===== config.mk =====
export PLATFORM = sky130hd
export DESIGN_NAME = sra_iter_flat
export DESIGN_NICKNAME = d
export VERILOG_FILES = /design/src/rtl/sra_iter_pkg.sv /design/src/rtl/sra_iter_if.sv /design/src/rtl/sra_iter_stage.sv /design/src/rtl/sra_iter.sv /design/src/flat_wrapper.sv
export SDC_FILE = /design/constraint.sdc
export NUM_CORES = 1
export LEC_CHECK = 0
export CAP_MARGIN = 20
export CORE_MARGIN = 3
export CORE_UTILIZATION = 48
export CTS_BUF_LIST = sky130_fd_sc_hd__clkbuf_4 sky130_fd_sc_hd__clkbuf_8 sky130_fd_sc_hd__clkbuf_16
export DETAILED_ROUTE_END_ITERATION = 10
export PLACE_DENSITY = 0.79
export SLEW_MARGIN = 40
export SYNTH_ARGS = -nofsm -noshare
export SYNTH_HDL_FRONTEND = slang
export SYNTH_SLANG_ARGS = --single-unit

===== constraint.sdc =====
create_clock -name clock -period 5.2 [get_ports clock]
set_input_delay 1.04 -clock clock [delete_from_list [all_inputs] [get_ports clock]]
set_output_delay 1.04 -clock clock [all_outputs]
set_load 0.03 [all_outputs]

===== src/rtl/sra_iter_pkg.sv =====
// Shared definitions for the iterative right shifter: state encoding, stage count
// and the ALU shift opcodes that the decoder also uses.
package sra_iter_pkg;

    localparam int WIDTH        = 32;
    localparam int SHAMT_W      = 5;
    localparam int SHIFT_STAGES = SHAMT_W;

    typedef enum logic [1:0] {
        ST_IDLE  = 2'd0,
        ST_SHIFT = 2'd1,
        ST_DONE  = 2'd2
    } state_e;

    // Right-shift opcodes as seen by the ALU decode
    localparam logic [3:0] ALU_OP_SRL = 4'b0101;
    localparam logic [3:0] ALU_OP_SRA = 4'b1101;

    function automatic int cnt_width(input int stages);
        return (stages > 1) ? $clog2(stages) : 1;
    endfunction

endpackage


===== src/rtl/sra_iter_if.sv =====
// Start/ready handshake bundle between the processor and the iterative shifter.
interface sra_iter_if #(
    parameter int WIDTH   = 32,
    parameter int SHAMT_W = 5
);
    logic               ctrl_start;
    logic               ctrl_arith;
    logic [WIDTH-1:0]   data_operandA;
    logic [SHAMT_W-1:0] shiftamt;
    logic [WIDTH-1:0]   data_result;
    logic               data_resultRDY;
    logic               busy;

    modport master (
        output ctrl_start, ctrl_arith, data_operandA, shiftamt,
        input  data_result, data_resultRDY, busy
    );

    modport slave (
        input  ctrl_start, ctrl_arith, data_operandA, shiftamt,
        output data_result, data_resultRDY, busy
    );
endinterface


===== src/rtl/sra_iter_stage.sv =====
// One log-stage of the right shifter: shifts acc by 2**cnt when en is set, filling
// the vacated MSBs with fill. Built as a per-stage wiring mux, no >>> operator.
module sra_stage
    import sra_iter_pkg::*;
#(
    parameter int WIDTH   = 32,
    parameter int SHAMT_W = 5,
    parameter int CNT_W   = 3
) (
    input  logic [WIDTH-1:0] acc_i,
    input  logic [CNT_W-1:0] cnt_i,
    input  logic             en_i,
    input  logic             fill_i,
    output logic [WIDTH-1:0] shifted_o
);

    logic [SHAMT_W-1:0][WIDTH-1:0] stg;

    for (genvar k = 0; k < SHAMT_W; k++) begin : g_stage
        for (genvar i = 0; i < WIDTH; i++) begin : g_bit
            localparam int SRC = i + (1 << k);
            if (SRC < WIDTH) begin : g_src
                assign stg[k][i] = acc_i[SRC];
            end else begin : g_fill
                assign stg[k][i] = fill_i;
            end
        end
    end

    always_comb begin
        shifted_o = acc_i;
        for (int k = 0; k < SHAMT_W; k++) begin
            if (en_i && (cnt_i == CNT_W'(k))) begin
                shifted_o = stg[k];
            end
        end
    end

endmodule


===== src/rtl/sra_iter.sv =====
// Iterative SRL/SRA unit: one log-stage per cycle, fixed SHAMT_W-cycle latency so the
// stall logic can treat it like multdiv.
module sra_iter
    import sra_iter_pkg::*;
#(
    parameter int WIDTH   = 32,
    parameter int SHAMT_W = 5
) (
    input  logic       clock,
    input  logic       reset_n,
    sra_iter_if.slave  bus
);

    localparam int CNT_W = cnt_width(SHAMT_W);

    state_e             state_q, state_d;
    logic [CNT_W-1:0]   cnt_q, cnt_d;
    logic [WIDTH-1:0]   acc_q, acc_d;
    logic [WIDTH-1:0]   result_q, result_d;
    logic [SHAMT_W-1:0] amt_q, amt_d;
    logic               fill_q, fill_d;
    logic               stage_en;
    logic               last_stage;
    logic [WIDTH-1:0]   stage_out;

    // Select amt_q[cnt_q] without indexing past the amount width
    always_comb begin
        stage_en = 1'b0;
        for (int k = 0; k < SHAMT_W; k++) begin
            if (cnt_q == CNT_W'(k)) begin
                stage_en = amt_q[k];
            end
        end
    end

    assign last_stage = (cnt_q == CNT_W'(SHAMT_W - 1));

    sra_stage #(
        .WIDTH   (WIDTH),
        .SHAMT_W (SHAMT_W),
        .CNT_W   (CNT_W)
    ) u_stage (
        .acc_i     (acc_q),
        .cnt_i     (cnt_q),
        .en_i      (stage_en),
        .fill_i    (fill_q),
        .shifted_o (stage_out)
    );

    always_comb begin
        state_d  = state_q;
        cnt_d    = cnt_q;
        acc_d    = acc_q;
        amt_d    = amt_q;
        fill_d   = fill_q;
        result_d = result_q;
        case (state_q)
            ST_IDLE, ST_DONE: begin
                if (bus.ctrl_start) begin
                    state_d = ST_SHIFT;
                    acc_d   = bus.data_operandA;
                    amt_d   = bus.shiftamt;
                    fill_d  = bus.ctrl_arith & bus.data_operandA[WIDTH-1];
                    cnt_d   = '0;
                end else if (state_q == ST_DONE) begin
                    state_d = ST_IDLE;
                end
            end
            ST_SHIFT: begin
                acc_d = stage_out;
                cnt_d = cnt_q + 1'b1;
                if (last_stage) begin
                    state_d  = ST_DONE;
                    result_d = stage_out;
                end
            end
            default: begin
                state_d = ST_IDLE;
            end
        endcase
    end

    always_ff @(posedge clock or negedge reset_n) begin
        if (!reset_n) begin
            state_q  <= ST_IDLE;
            cnt_q    <= '0;
            acc_q    <= '0;
            amt_q    <= '0;
            fill_q   <= 1'b0;
            result_q <= '0;
        end else begin
            state_q  <= state_d;
            cnt_q    <= cnt_d;
            acc_q    <= acc_d;
            amt_q    <= amt_d;
            fill_q   <= fill_d;
            result_q <= result_d;
        end
    end

    assign bus.data_result    = result_q;
    assign bus.data_resultRDY = (state_q == ST_DONE);
    assign bus.busy           = (state_q == ST_SHIFT);

endmodule

===== src/flat_wrapper.sv =====
// flat-port wrapper written by rule: the top's interface ports become plain ports
module sra_iter_flat import sra_iter_pkg::*;
#(
    parameter int WIDTH   = 32,
    parameter int SHAMT_W = 5
)
  (clock, reset_n, bus_ctrl_start, bus_ctrl_arith, bus_data_operandA, bus_shiftamt, bus_data_result, bus_data_resultRDY, bus_busy);
  sra_iter_if #(.WIDTH(WIDTH), .SHAMT_W(SHAMT_W)) bus_i ();
  input  logic clock;
  input  logic reset_n;
  input wire logic [$bits(bus_i.ctrl_start)-1:0] bus_ctrl_start;
  input wire logic [$bits(bus_i.ctrl_arith)-1:0] bus_ctrl_arith;
  input wire logic [$bits(bus_i.data_operandA)-1:0] bus_data_operandA;
  input wire logic [$bits(bus_i.shiftamt)-1:0] bus_shiftamt;
  output wire logic [$bits(bus_i.data_result)-1:0] bus_data_result;
  output wire logic [$bits(bus_i.data_resultRDY)-1:0] bus_data_resultRDY;
  output wire logic [$bits(bus_i.busy)-1:0] bus_busy;
  assign bus_i.ctrl_start = bus_ctrl_start;
  assign bus_i.ctrl_arith = bus_ctrl_arith;
  assign bus_i.data_operandA = bus_data_operandA;
  assign bus_i.shiftamt = bus_shiftamt;
  assign bus_data_result = bus_i.data_result;
  assign bus_data_resultRDY = bus_i.data_resultRDY;
  assign bus_busy = bus_i.busy;
  sra_iter #(.WIDTH(WIDTH), .SHAMT_W(SHAMT_W)) u_core (.clock(clock), .reset_n(reset_n), .bus(bus_i));
endmodule

==> Yosys cells after proc, flatten, opt, wreduce, memory -nomap -nowiden <==
Index checks and enable logic that the tools add are counted.
{ "totals": {"input_bits": 41, "ff_bits": 75, "elab_cells": 48} }
{ "classes": {"eq_ne": 9, "n_bitwise": 1, "n_addsub": 1, "n_mux": 18, "reduce_logical": 13} }
{ "ops": {"columns": ["operator", "n"], "rows": [
  ["32-bit two-way mux", 6],
  ["32-bit one-hot mux with 2 select lines", 1],
  ["2-bit AND reduction", 4],
  ["3-bit by 2-bit equality test with 1-bit output (second input constant)", 2],
  ["2-bit two-way mux", 3],
  ["3-bit one-hot mux with 2 select lines", 1],
  ["1-bit logical AND", 5],
  ["1-bit two-way mux", 5],
  ["2-bit one-hot mux with 2 select lines", 1],
  ["3-bit by 1-bit adder with 3-bit output (second input constant)", 1],
  ["3-bit by 1-bit equality test with 1-bit output (second input constant)", 1],
  ["3-bit equality test (second input constant)", 1],
  ["3-bit zero test", 1],
  ["3-bit two-way mux", 1],
  ["3-bit != test (second input constant)", 1],
  ["2-bit by 1-bit equality test with 1-bit output (second input constant)", 1],
  ["2-bit equality test (second input constant)", 1],
  ["2-bit zero test", 1],
  ["2-bit by 1-bit != test with 1-bit output (second input constant)", 1],
  ["2-bit != test (second input constant)", 1],
  ["2-bit nonzero test", 1],
  ["2-bit OR reduction", 1],
  ["1-bit bitwise AND", 1]
]} }

==> Logic depth before layout (Yosys ltp) <==
{ "logic_depth": {"ltp_word": 13, "ltp_mapped": 11, "depth_no_buf": 8} }

==> By module <==
A second synthesis with hierarchy kept.
{ "hier_totals": {"hier_cells": 510, "hier_area_um2": 5242.5} }
{ "by_module_without_submodules": {"columns": ["mod", "cells_per_inst", "area_per_inst_um2", "instances"], "rows": [
  ["sra_iter", 255, 3343.2, 1],
  ["sra_stage", 255, 1899.3, 1]
]} }

==> Worst setup path before layout <==
Ideal clock, no wire load.
{ "synth_path": {"path_type": "register to register", "start": "reg u_core.cnt_q[0]", "end": "reg u_core.result_q[22], in the netlist u_core.bus.data_result[22]", "t_required_ns": 5.070, "path_slack_ns": 2.946, "path_buffers": 1, "period_less_slack_ns": 2.254, "arrival_ns": 2.124, "path_stages_with_launch": 10, "cell_sequence": "dfrtp_1 ha_1 ha_1 a211oi_1 o21ai_2 and2_1 buf_6 a221o_2 a21boi_0 o21ai_0"} }
{ "synth_between": {"elab_chain_len": 12, "word_cells_on_any_way": 21, "classes_between": "eq/ne (4); mux (10); reduce/logical (7)"} }
{ "synth_rtl": {"columns": ["element", "line_no", "rtl"], "rows": [
  ["from (decl)", "sra_iter.sv:17", "logic [CNT_W-1:0] cnt_q, cnt_d;"],
  ["from (signal assigned)", "sra_iter.sv:93", "cnt_q <= cnt_d;"],
  ["3-bit zero test", "sra_iter_stage.sv:33, sra_iter.sv:30", null],
  ["1-bit two-way mux (5 in series)", "sra_iter.sv:30", "if (cnt_q == CNT_W'(k)) begin"],
  ["1-bit logical AND", "sra_iter_stage.sv:33", "if (en_i && (cnt_i == CNT_W'(k))) begin"],
  ["32-bit two-way mux (5 in series)", "sra_iter_stage.sv:33", null],
  ["to (signal assigned)", "sra_iter.sv:97", "result_q <= result_d;"],
  ["to (decl)", "sra_iter.sv:19", "logic [WIDTH-1:0] result_q, result_d;"]
]} }
Several ways; a longest one is shown, not always the timed one.
A chain may end at the register's enable or synchronous reset.

==> Worst setup path in the final report <==
{ "layout_path": {"start": "reg u_core.state_q[1]", "end": "out bus_busy"} }
{ "layout_between": {"elab_chain_len": 1} }
{ "layout_rtl": {"columns": ["element", "line_no", "rtl"], "rows": [
  ["from (decl)", "sra_iter.sv:16", "state_e state_q, state_d;"],
  ["from (signal assigned)", "sra_iter.sv:92", "state_q <= state_d;"],
  ["2-bit by 1-bit equality test with 1-bit output", "sra_iter.sv:103", "assign bus.busy = (state_q == ST_SHIFT);"],
  ["to (decl)", "flat_wrapper.sv:17", "output wire logic [$bits(bus_i.busy)-1:0] bus_busy;"]
]} }
No other way between the ends.

==> key figures <==
Critical path
  • Worst-path fanout max: 33
  • Worst-path cell chain: nand2b_1 -> buf_4 -> inv_2 -> clkdlybuf4s50_1
  • Critical Path Source: u_core.state_q[1]
  • Reg2Reg Setup Slack: ~2200 ps
  • Crit path DAT: 2090 ps
  • Worst setup path endpoint: bus_busy
  • Reg2reg start: u_core.cnt_q[0]
  • Crit start category: flop
  • Worst Path Buf+Inv: 3
  • Crit path required time: between 4000 and 5000 ps
  • Delay of the slowest cell on the worst path: 710 ps
  • Crit-path slowest cell: clkdlybuf4s50_1
  • FF-to-FF End: u_core.acc_q[27]
  • Critical path depth: 4
  • FF-to-FF path depth: 8
  • Crit path capture type: output pin
  • CP Class: reg -> out
  • CP top delay family: buffers and inverters

Power and ir drop
  • Clk network pwr share: 12.3%
  • Logic pwr share: a little under three fifths
  • Seq pwr share: 31.3%
  • Sw Pwr: between 1.5 and 2 mW
  • Pwr Density: approximately 750 nW/um^2
  • Power Internal: 2.075 mW
  • Lkg Pwr: 2.174 nW
  • Worst VDD drop: 0.0004909 V
  • Sw Share: 48.93%

Finish
  • FF/Latch Area: between 1500 and 2000 sq um
  • Area delta synth->final: 19.98%
  • Fillers: 794
  • Commonest cells after routing, fill and taps aside: nand2_1, dfrtp_1, clkdlybuf4s50_1
  • Most common cell after layout, fill and taps aside: nand2_1
  • Footprint of the multi-input gates: between 2000 and 2500 sq um
  • Layout cells sized above 1: under 10%
  • # nets final: ~600
  • Diode count: 0

GRT
  • Grt met2 use: 41.10%
  • GR Util All Layers: 26.84%
  • First-pass GRT wire length: approximately 22000 um
  • GR Util met1: 37.67%
  • Gr ovfl total: 0
  • Antenna violations before repair: 0
  • Vias in the first global route: 4258
  • GRT met3 Usage: 4.695%
  • Gr busiest metal: met2
  • Pin count of the biggest net entering global routing: 76

Clocking
  • Clock Path Buffers: 2
  • Clock sinks: 75
  • H-tree Lvls: 3
  • # resized after CTS: 0
  • Total CTS buffers: 9
  • Clk_lat worst skew: approximately 360 ps
  • Worst-path clk slew: around 80 ps
  • Clk root buf: clkbuf_8
  • CTS tree: done
  • Post-CTS setup buffer count: 0
  • Hold buffers post-CTS: 0

STA
  • Final-report max-slew violation count: 0
  • Hold Worst Slack: 483.6 ps
  • Final Hold Viols: 0
  • Worst Slack Setup Final: ~2100 ps
  • RSZ-0062 raised after global routing: false
  • Crit path time final: 3135 ps
  • Fin crit share: around three fifths
  • Fmax: 319.0 MHz
  • Final setup fails: 0
  • Worst relative slew slack: roughly 52%
  • Worst-margin pin slew: about 720 ps
  • Layout Skew: 7.873 ps
  • Setup_tns: 0 ps

Yosys
  • Sequential area share after synthesis: 41.40%
  • Synth Area in Compound Gates: 27.77%
  • Largest family of logic cells by synthesized area: compound AO/OA/AOI/OAI gates
  • Syn Nets: 552
  • EDFF count, synth: 0
  • Post-Synth Simple-Gate Area: between 10% and 20%
  • XOR/XNOR Fraction of Synth Area: 0%
  • Post-synthesis mux area share: 6.790%
  • Main synth FF type: dfrtp_1
  • Mapped Area: 4533 sq um
  • Syn Inst Count: just over 500
  • Ys async rst share: 100.0%
  • Adder-cell share of the synthesized area: under 10%
  • Yosys reg bits: 75
  • Yosys warns: 0
  • Synth cell types: 58
  • Mean area per synthesized cell: approximately 9 sq um

Route
  • Wire per inst: approximately 21 um
  • Routed wire length: roughly 14000 um
  • DRT antenna net count: 0
  • DRC: 0
  • DR vias/cell: 6.674
  • Drt pass-1 iters: 6
  • Via count: 4458
  • Starting DRT DRC Count: 508

Floorplan
  • Core Area: between 8000 and 9000 sq um
  • Die X: 103.2 um
  • Row cnt: 34
  • Die Ht: 103.2 um
  • Die area: 10650 sq um
  • Number of top-level pins: 75
  • Initial cell density of the core: between 50% and 60%

Placed design
  • Global placer's final weighted congestion: 1.082
  • I/O Buffers: 74
  • Detail Placement HPWL: 9307 um
  • Pre-CTS WS: just over 2000 ps

Worst hold path
  • Hold WC Path Type: reg -> reg

Run
  • Max-Cap Viols: 0

Run status
  • Status: complete, no violations
-- metrics by stage --
stage / utilization, % / power [mW] / area, sq um / cells
floorplan: - / 2.837 / 4533 / 506
global placement: 58.42 / 3.455 / 5219 / 653
detailed placement: 58.52 / 3.514 / 5228 / 653
CTS: 60.87 / 4.024 / 5438 / 668
global route: 60.88 / 4.310 / 5439 / 668
finish: 60.88 / 4.062 / 5439 / 668
-- sequential cells by signal, indices dropped and copies added, names as in the netlist --
signal and count:
u_core.acc_q 32, u_core.bus.data_result 32, u_core.amt_q 5, u_core.cnt_q 3, u_core.state_q 2, u_core.fill_q 1
-- Yosys cell counts, types with 2 or more instances --
| master | instances | share of area [%] |
|---|---|---|
| clkbuf_1 | 20 | 1.7 |
| buf_6 | 7 | 1.7 |
| o22a_1 | 7 | 1.4 |
| o31ai_1 | 2 | 0.33 |
| o21ai_0 | 50 | 5.5 |
| dfrtp_1 | 75 | 41 |
| buf_4 | 6 | 0.99 |
| o221ai_1 | 2 | 0.39 |
| ha_1 | 5 | 1.4 |
| o21bai_1 | 2 | 0.33 |
| a22o_1 | 2 | 0.39 |
| nor3_1 | 7 | 0.77 |
| or3_1 | 2 | 0.28 |
| nand3_1 | 6 | 0.66 |
| nand2_1 | 93 | 7.7 |
| inv_1 | 11 | 0.91 |
| a21oi_1 | 16 | 1.8 |
| mux2_2 | 6 | 1.5 |
| and3_1 | 2 | 0.28 |
| and2_1 | 4 | 0.55 |
| o31a_1 | 2 | 0.39 |
| nor2b_1 | 5 | 0.69 |
| a221o_1 | 3 | 0.66 |
| nand2b_1 | 2 | 0.28 |
| a22oi_1 | 13 | 2.2 |
| o211ai_1 | 16 | 2.6 |
| nor2_1 | 16 | 1.3 |
| nand4_1 | 17 | 2.3 |
| a31oi_1 | 19 | 2.6 |
| a211oi_1 | 2 | 0.33 |
| buf_2 | 7 | 0.77 |
| a221oi_1 | 22 | 4.3 |
| o21ai_1 | 6 | 0.66 |
| mux2i_1 | 24 | 5.3 |
| o211ai_2 | 4 | 1.1 |
-- power by group through the flow --
stage	clock network, mW	registers, mW	logic [mW]
6_report	0.498	1.27	2.29
5_1_grt	0.524	1.29	2.49
4_1_cts	0.501	1.25	2.27
3_5_place_dp	0	1.26	2.26
3_3_place_gp	0	1.25	2.21
2_1_floorplan	0	1.35	1.48
-- cell families after synthesis --
family                     count (synthesis)
buffers and inverters                     54
and+or+nand+nor                          162
muxes                                     30
AOI/OAI and AO/OA                        180
DFF                                       75
adders and majority gates                  5
-- routing by layer --
metal  vias up  share of wire, %
li1       1987                 -
met2       305                45
met4         0               3.0
met5         -                 0
met3        42                11
met1      2124                41
-- worst register-to-register path: stages (launching register included) --
cell	delay [ps]
dfrtp_1	430
inv_1	100
ha_1	380
and3_1	660
a31o_2	390
nor2_4	90
a21boi_2	200
nand2_2	440
o211ai_1	190
-- area by class of cell --
| type | instances | area share [%] |
|---|---|---|
| Multi-Input combinational cell | 377 | 43.78 |
| Tap cell | 108 | 2.484 |
| Sequential cell | 75 | 34.51 |
| Timing Repair Buffer | 80 | 14.47 |
| Inverter | 13 | 0.8972 |
| Clock buffer | 10 | 2.415 |
| Clock inverter | 5 | 1.449 |
-- worst min-delay path by stage --
stage                                     from                    endpoint  slack (ps)  cells past startpoint
finish              u_core.bus.data_result[31]  u_core.bus.data_result[31]         480                      2
detailed placement  u_core.bus.data_result[22]  u_core.bus.data_result[22]         470                      2
global placement    u_core.bus.data_result[31]  u_core.bus.data_result[31]         460                      2
CTS                 u_core.bus.data_result[22]  u_core.bus.data_result[22]         490                      2
global route        u_core.bus.data_result[31]  u_core.bus.data_result[31]         520                      2
floorplan                      u_core.amt_q[4]             u_core.amt_q[4]         470                      1
Power figures use the tool's default switching activity.
